<file path="src/rtl/bist_pkg.sv">
// Shared types and the MISR next-state function for the logic-BIST response path.
package bist_pkg;

    typedef enum logic {
        IDLE    = 1'b0,
        COMPACT = 1'b1
    } state_t;

    // Widest signature the step function handles; callers zero-extend into it.
    localparam int MISR_MAX_W = 64;

    localparam logic [3:0] DEF_POLY = 4'b1000;
    localparam logic [3:0] DEF_SEED = 4'b1101;

    // One MISR step on the low w bits. Stage 0 always takes the MSB feedback;
    // stage i>=1 shifts from i-1 and takes the MSB only where poly[i] is set.
    function automatic logic [MISR_MAX_W-1:0] misr_step(
        input logic [MISR_MAX_W-1:0] q,
        input logic [MISR_MAX_W-1:0] d,
        input logic [MISR_MAX_W-1:0] poly,
        input int                    w
    );
        logic                  msb;
        logic [MISR_MAX_W-1:0] res;
        msb = 1'b0;
        res = '0;
        for (int i = 0; i < MISR_MAX_W; i++) begin
            if (i == w - 1) msb = q[i];
        end
        res[0] = d[0] ^ msb;
        for (int i = 1; i < MISR_MAX_W; i++) begin
            if (i < w) res[i] = d[i] ^ q[i-1] ^ (poly[i] & msb);
        end
        return res;
    endfunction

endpackage

</file>
<file path="src/rtl/misr_reg.sv">
// WIDTH-bit MISR register: seed load takes priority over a compaction step.
module misr_reg
    import bist_pkg::*;
#(
    parameter int               WIDTH = 4,
    parameter logic [WIDTH-1:0] POLY  = WIDTH'(DEF_POLY),
    parameter logic [WIDTH-1:0] SEED  = WIDTH'(DEF_SEED)
) (
    input  logic             clk,
    input  logic             rst,
    input  logic             load,
    input  logic             step,
    input  logic [WIDTH-1:0] d,
    output logic [WIDTH-1:0] nxt,
    output logic [WIDTH-1:0] q
);

    // Next value is exported so the final beat can be captured as the signature
    // in the same edge that reseeds the register.
    always_comb begin
        nxt = WIDTH'(misr_step(MISR_MAX_W'(q), MISR_MAX_W'(d), MISR_MAX_W'(POLY), WIDTH));
    end

    // Register update: reseed wins over step, otherwise hold.
    always_ff @(posedge clk or posedge rst) begin
        if (rst)       q <= SEED;
        else if (load) q <= SEED;
        else if (step) q <= nxt;
    end

endmodule

</file>
<file path="src/rtl/misr_compactor.sv">
// Windowed MISR compactor: counts accepted beats, closes the window on the
// final beat, latches the signature and a sticky pass/fail against golden.
module misr_compactor
    import bist_pkg::*;
#(
    parameter int               WIDTH  = 4,
    parameter logic [WIDTH-1:0] POLY   = WIDTH'(DEF_POLY),
    parameter logic [WIDTH-1:0] SEED   = WIDTH'(DEF_SEED),
    parameter int               WINDOW = 7,
    parameter int               CW     = $clog2(WINDOW + 1)
) (
    input  logic             clk,
    input  logic             rst,
    input  logic             start,
    input  logic             cont,
    input  logic             in_valid,
    input  logic [WIDTH-1:0] in_data,
    input  logic [WIDTH-1:0] golden,
    output logic             busy,
    output logic [CW-1:0]    beat_cnt,
    output logic             done,
    output logic [WIDTH-1:0] signature,
    output logic             pass,
    output logic             fail
);

    state_t           state, state_nxt;
    logic             final_beat;
    logic             step;
    logic             load;
    logic [WIDTH-1:0] nxt;
    logic [WIDTH-1:0] q;

    // Beat qualification: start overrides any beat in the same cycle, so a
    // coincident final beat is dropped and the window aborts instead.
    always_comb begin
        final_beat = 1'b0;
        step       = 1'b0;
        if (state == COMPACT && in_valid && !start) begin
            if (beat_cnt == CW'(WINDOW - 1)) final_beat = 1'b1;
            else                             step       = 1'b1;
        end
        load = start | final_beat;
    end

    misr_reg #(
        .WIDTH (WIDTH),
        .POLY  (POLY),
        .SEED  (SEED)
    ) u_reg (
        .clk  (clk),
        .rst  (rst),
        .load (load),
        .step (step),
        .d    (in_data),
        .nxt  (nxt),
        .q    (q)
    );

    // Next-state: start always (re)opens a window; the final beat either
    // chains into a new window (cont) or returns to IDLE.
    always_comb begin
        state_nxt = state;
        case (state)
            IDLE: begin
                if (start) state_nxt = COMPACT;
            end
            COMPACT: begin
                if (start)           state_nxt = COMPACT;
                else if (final_beat) state_nxt = cont ? COMPACT : IDLE;
            end
            default: state_nxt = IDLE;
        endcase
    end

    assign busy = (state == COMPACT);

    // State register.
    always_ff @(posedge clk or posedge rst) begin
        if (rst) state <= IDLE;
        else     state <= state_nxt;
    end

    // Beat counter: cleared on any window open or close, bumped on mid-window beats.
    always_ff @(posedge clk or posedge rst) begin
        if (rst)       beat_cnt <= '0;
        else if (load) beat_cnt <= '0;
        else if (step) beat_cnt <= beat_cnt + CW'(1);
    end

    // Completion: one-cycle done, held signature and sticky verdict.
    always_ff @(posedge clk or posedge rst) begin
        if (rst) begin
            done      <= 1'b0;
            signature <= '0;
            pass      <= 1'b0;
            fail      <= 1'b0;
        end else begin
            done <= final_beat;
            if (final_beat) begin
                signature <= nxt;
                pass      <= (nxt == golden);
                fail      <= (nxt != golden);
            end
        end
    end

endmodule

</file>
<file path="config.mk">
export PLATFORM = sky130hd
export DESIGN_NAME = misr_compactor
export DESIGN_NICKNAME = d
export VERILOG_FILES = /design/src/rtl/bist_pkg.sv /design/src/rtl/misr_reg.sv /design/src/rtl/misr_compactor.sv
export SDC_FILE = /design/constraint.sdc
export NUM_CORES = 1
export LEC_CHECK = 0
export ABC_CLOCK_PERIOD_IN_PS = 1920
export CELL_PAD_IN_SITES_DETAIL_PLACEMENT = 0
export CELL_PAD_IN_SITES_GLOBAL_PLACEMENT = 1
export CORE_MARGIN = 4
export CORE_UTILIZATION = 34
export CTS_CLUSTER_DIAMETER = 200
export DETAILED_ROUTE_END_ITERATION = 8
export GPL_TIMING_DRIVEN = 0
export PLACE_DENSITY = 0.83
export SLEW_MARGIN = 25
export SYNTH_ARGS = -nofsm -noshare
export SYNTH_HDL_FRONTEND = slang
export SYNTH_SLANG_ARGS = --single-unit
</file>
<file path="constraint.sdc">
create_clock -name clk -period 1.92 [get_ports clk]
set_clock_uncertainty 0.05 [all_clocks]
set_input_delay 0.384 -clock clk [delete_from_list [all_inputs] [get_ports clk]]
set_output_delay 0.384 -clock clk [all_outputs]
set_load 0.01 [all_outputs]
</file>
==> flow_summary.ini <==
[run_status]
status = finished clean

[sta]
setup-violations-final = 0
maxSlewHeadroom_pct = 62.3
drv_slew = 0
rsz0062_at_grt = no
hold_viol_final = 0
setup_slack_ns = 0.184
tightest_slew_ns = 0.566
achievable-frequency_ghz = 0.576
timing.final.crit_share_pct = 90.4
finalSetupTns_ns = 0
period_needed_ns = 1.74

[cts]
clk_latency_ns = 0.28
post_cts_buffers = 0
root_buffer = clkbuf_4
cts_tree = built
cts_sinks = 15
cts_buffer_depth = 2
cts_hold_buf = 0
cts_resized = 0
htreeDepth = 1
clk_pin_slew_worst_paths_ns = 0.10
cts_buffers = 3

[worst_setup_path]
worstPathArrival_ns = 1.86
rr_startpoint = beat_cnt[0]
crit_start = beat_cnt[0]
critPathKind = reg2reg
required_ns = 2.04
max_stage_delay_ns = 0.42
cp_cell_sequence = inv_1 -> ha_1 -> nand2_1 -> nor3_4 -> mux2_2
critPathSlowestCell = dfrtp_1
cp_max_fo = 6
setup.worst_path.end_class = flip-flop
critPathLaunchType = flip-flop

[detailed_routing]
drc_errors = 0
firstDrtPassIters = 4
drt-total-wl_um = 1760
routed_via_density = 5.08
vias = 645
dr.first_iter.drc_count = 11
ant_nets = 0
wl_per_cell_um = 13.8

[global_route]
grt_use_total_pct = 12.6
antenna_found_initial = 0
grt_pass1_vias = 695
grt_max_degree = 16
gr-total-overflow = 0
grt_pass1_wl_um = 3110

[yosys]
synth_flop_cell = dfrtp_1
synthesis.area_sq_um = 803
yosysMostFrequentCell = dfrtp_1
syn-num-nets = 87
synth.distinct_cells = 27
synth-seq-cells = 15
async_flop_share_pct = 100
synth_area_leaders = dfrtp_1 (37%), dfstp_2 (9.8%), xnor3_1 (8.4%), xor2_1 (5.5%), mux2_2 (4.2%)
synth_common_cells = dfrtp_1 (12), nand2_1 (5), xor2_1 (5)
syn-instance-count = 72
yosysSeqAreaShare_pct = 47.2
yosys.area.top_type = dfrtp_1
postSynthAreaPerCell_sq_um = 11.2
yosys.area.top_type_share_pct = 37.4
synth_edf_count = 0
synth_warnings = 0

[floorplan]
initial_core_util_pct = 36.0
die_h_um = 56.6
core_area_sq_um = 2230
die_x_um = 56.6
num_rows = 17
dieArea_sq_um = 3200
io_pins = 24

[cells_and_area]
area_growth_pct = 36.4
antenna_cells = 0
n_fill_cell = 216
multi_input_area_sq_um = 405
nets = 115
layout-drive-gt1-share_pct = 12.1
seqCellArea_sq_um = 379
final-instance-count-excl-fill = 127

[place]
place_congestion = 0.698
dp.cells = 123
port_buffers = 23
dp_hpwl_um = 1370
dp_slack_ns = -0.0126

[power_and_ir_drop]
p_leak_nw = 0.489
p_per_area_nw_per_um2 = 601
vdd_drop_max_mv = 0.399

[worst_hold_path]
hold_path_class = in2async

[run]
max_cap_violations = 0
-- routing by layer --
layer	up-vias	global-route usage, %	wire length, um
met5	-	0	0
met4	0	3.05	12
met3	2	4.60	114
met2	20	21.8	853
met1	313	14.5	777
li1	310	-	-
-- sequential cells by signal, summed over array words and instances, names as in the netlist --
name and flops:
u_reg.q 4, pass 1, fail 1, beat_cnt 3, done 1, busy 1, signature 4
-- path summary, 6_finish.rpt --
| path | endpoint | slack (ns) | cells past startpoint |
|---|---|---|---|
| min reg2reg | signature[1] | 0.47 | 1 |
| max reg2reg | signature[1] | 0.18 | 5 |
| max | signature[1] | 0.18 | 5 |
| min | done | 0.39 | 2 |
| min in group clk | signature[1] | 0.47 | 1 |
| max in group asynchronous | u_reg.q[0] | 1.05 | 2 |
-- power by group --
part           switching [W]  total [W]  internal (W)
Combinational      0.0000594   0.000132     0.0000724
Sequential         0.0000127   0.000345      0.000332
Clock               0.000105   0.000182     0.0000774
Total               0.000177   0.000659      0.000482
-- worst max-delay path, delay by kind of cell, from the launching register on --
kind	cells	cell delay (ns)
AND/OR/NAND/NOR	2	0.49
adder cells (fa/ha/maj)	1	0.21
flip-flops	1	0.42
multiplexers	1	0.37
buffers and inverters	1	0.09
-- stage by stage --
step / util (%) / area [sq um] / total power [W] / hold slack, ns
floorplan: - / 803 / 0.000425 / 0.233
global placement: 47.8 / 1070 / 0.000481 / 0.441
detailed placement: 47.8 / 1070 / 0.000484 / 0.450
CTS: 49.1 / 1100 / 0.000666 / 0.412
global route: 49.1 / 1100 / 0.000693 / 0.457
finish: 49.1 / 1100 / 0.000659 / 0.388
-- kinds of logic after synthesis --
kind of cell	synth area share, %
flip-flops	47.2
adder cells (fa/ha/maj)	3.11
AND/OR/NAND/NOR	17.1
buffers and inverters	2.34
AO/OA/AOI/OAI	9.81
multiplexers	5.45
XOR/XNOR	15.0
-- placed cells by master (no fill, tap or decap), drive strengths merged --
cell type      Yosys  routed
a21o               1       1
a21oi              4       4
and2               2       2
and4               2       2
clkbuf             1       4
clkdlybuf4s50      0      23
clkinv             0       1
dfrtp             12      12
dfstp              3       3
ha                 2       2
inv                4       4
mux2               3       3
mux2i              1       1
nand2              6       6
nand2b             1       1
nand3              2       2
nand3b             1       1
nand4              1       1
nor2               4       4
nor3               4       4
o21ai              4       4
o31a               1       1
o31ai              3       3
or3                1       1
xnor2              1       1
xnor3              3       3
xor2               5       5
-- final cells by class --
type,count,share of cell area [%]
Buffer,1,0.342
Clock buffer,3,2.05
Clock inverter,1,0.457
Inverter,4,1.37
Multi-Input combinational cell,52,37.0
Sequential cell,15,34.6
Tap cell,28,3.20
Timing Repair Buffer,23,21.0
No activity file was read; power rests on OpenSTA's default activity.
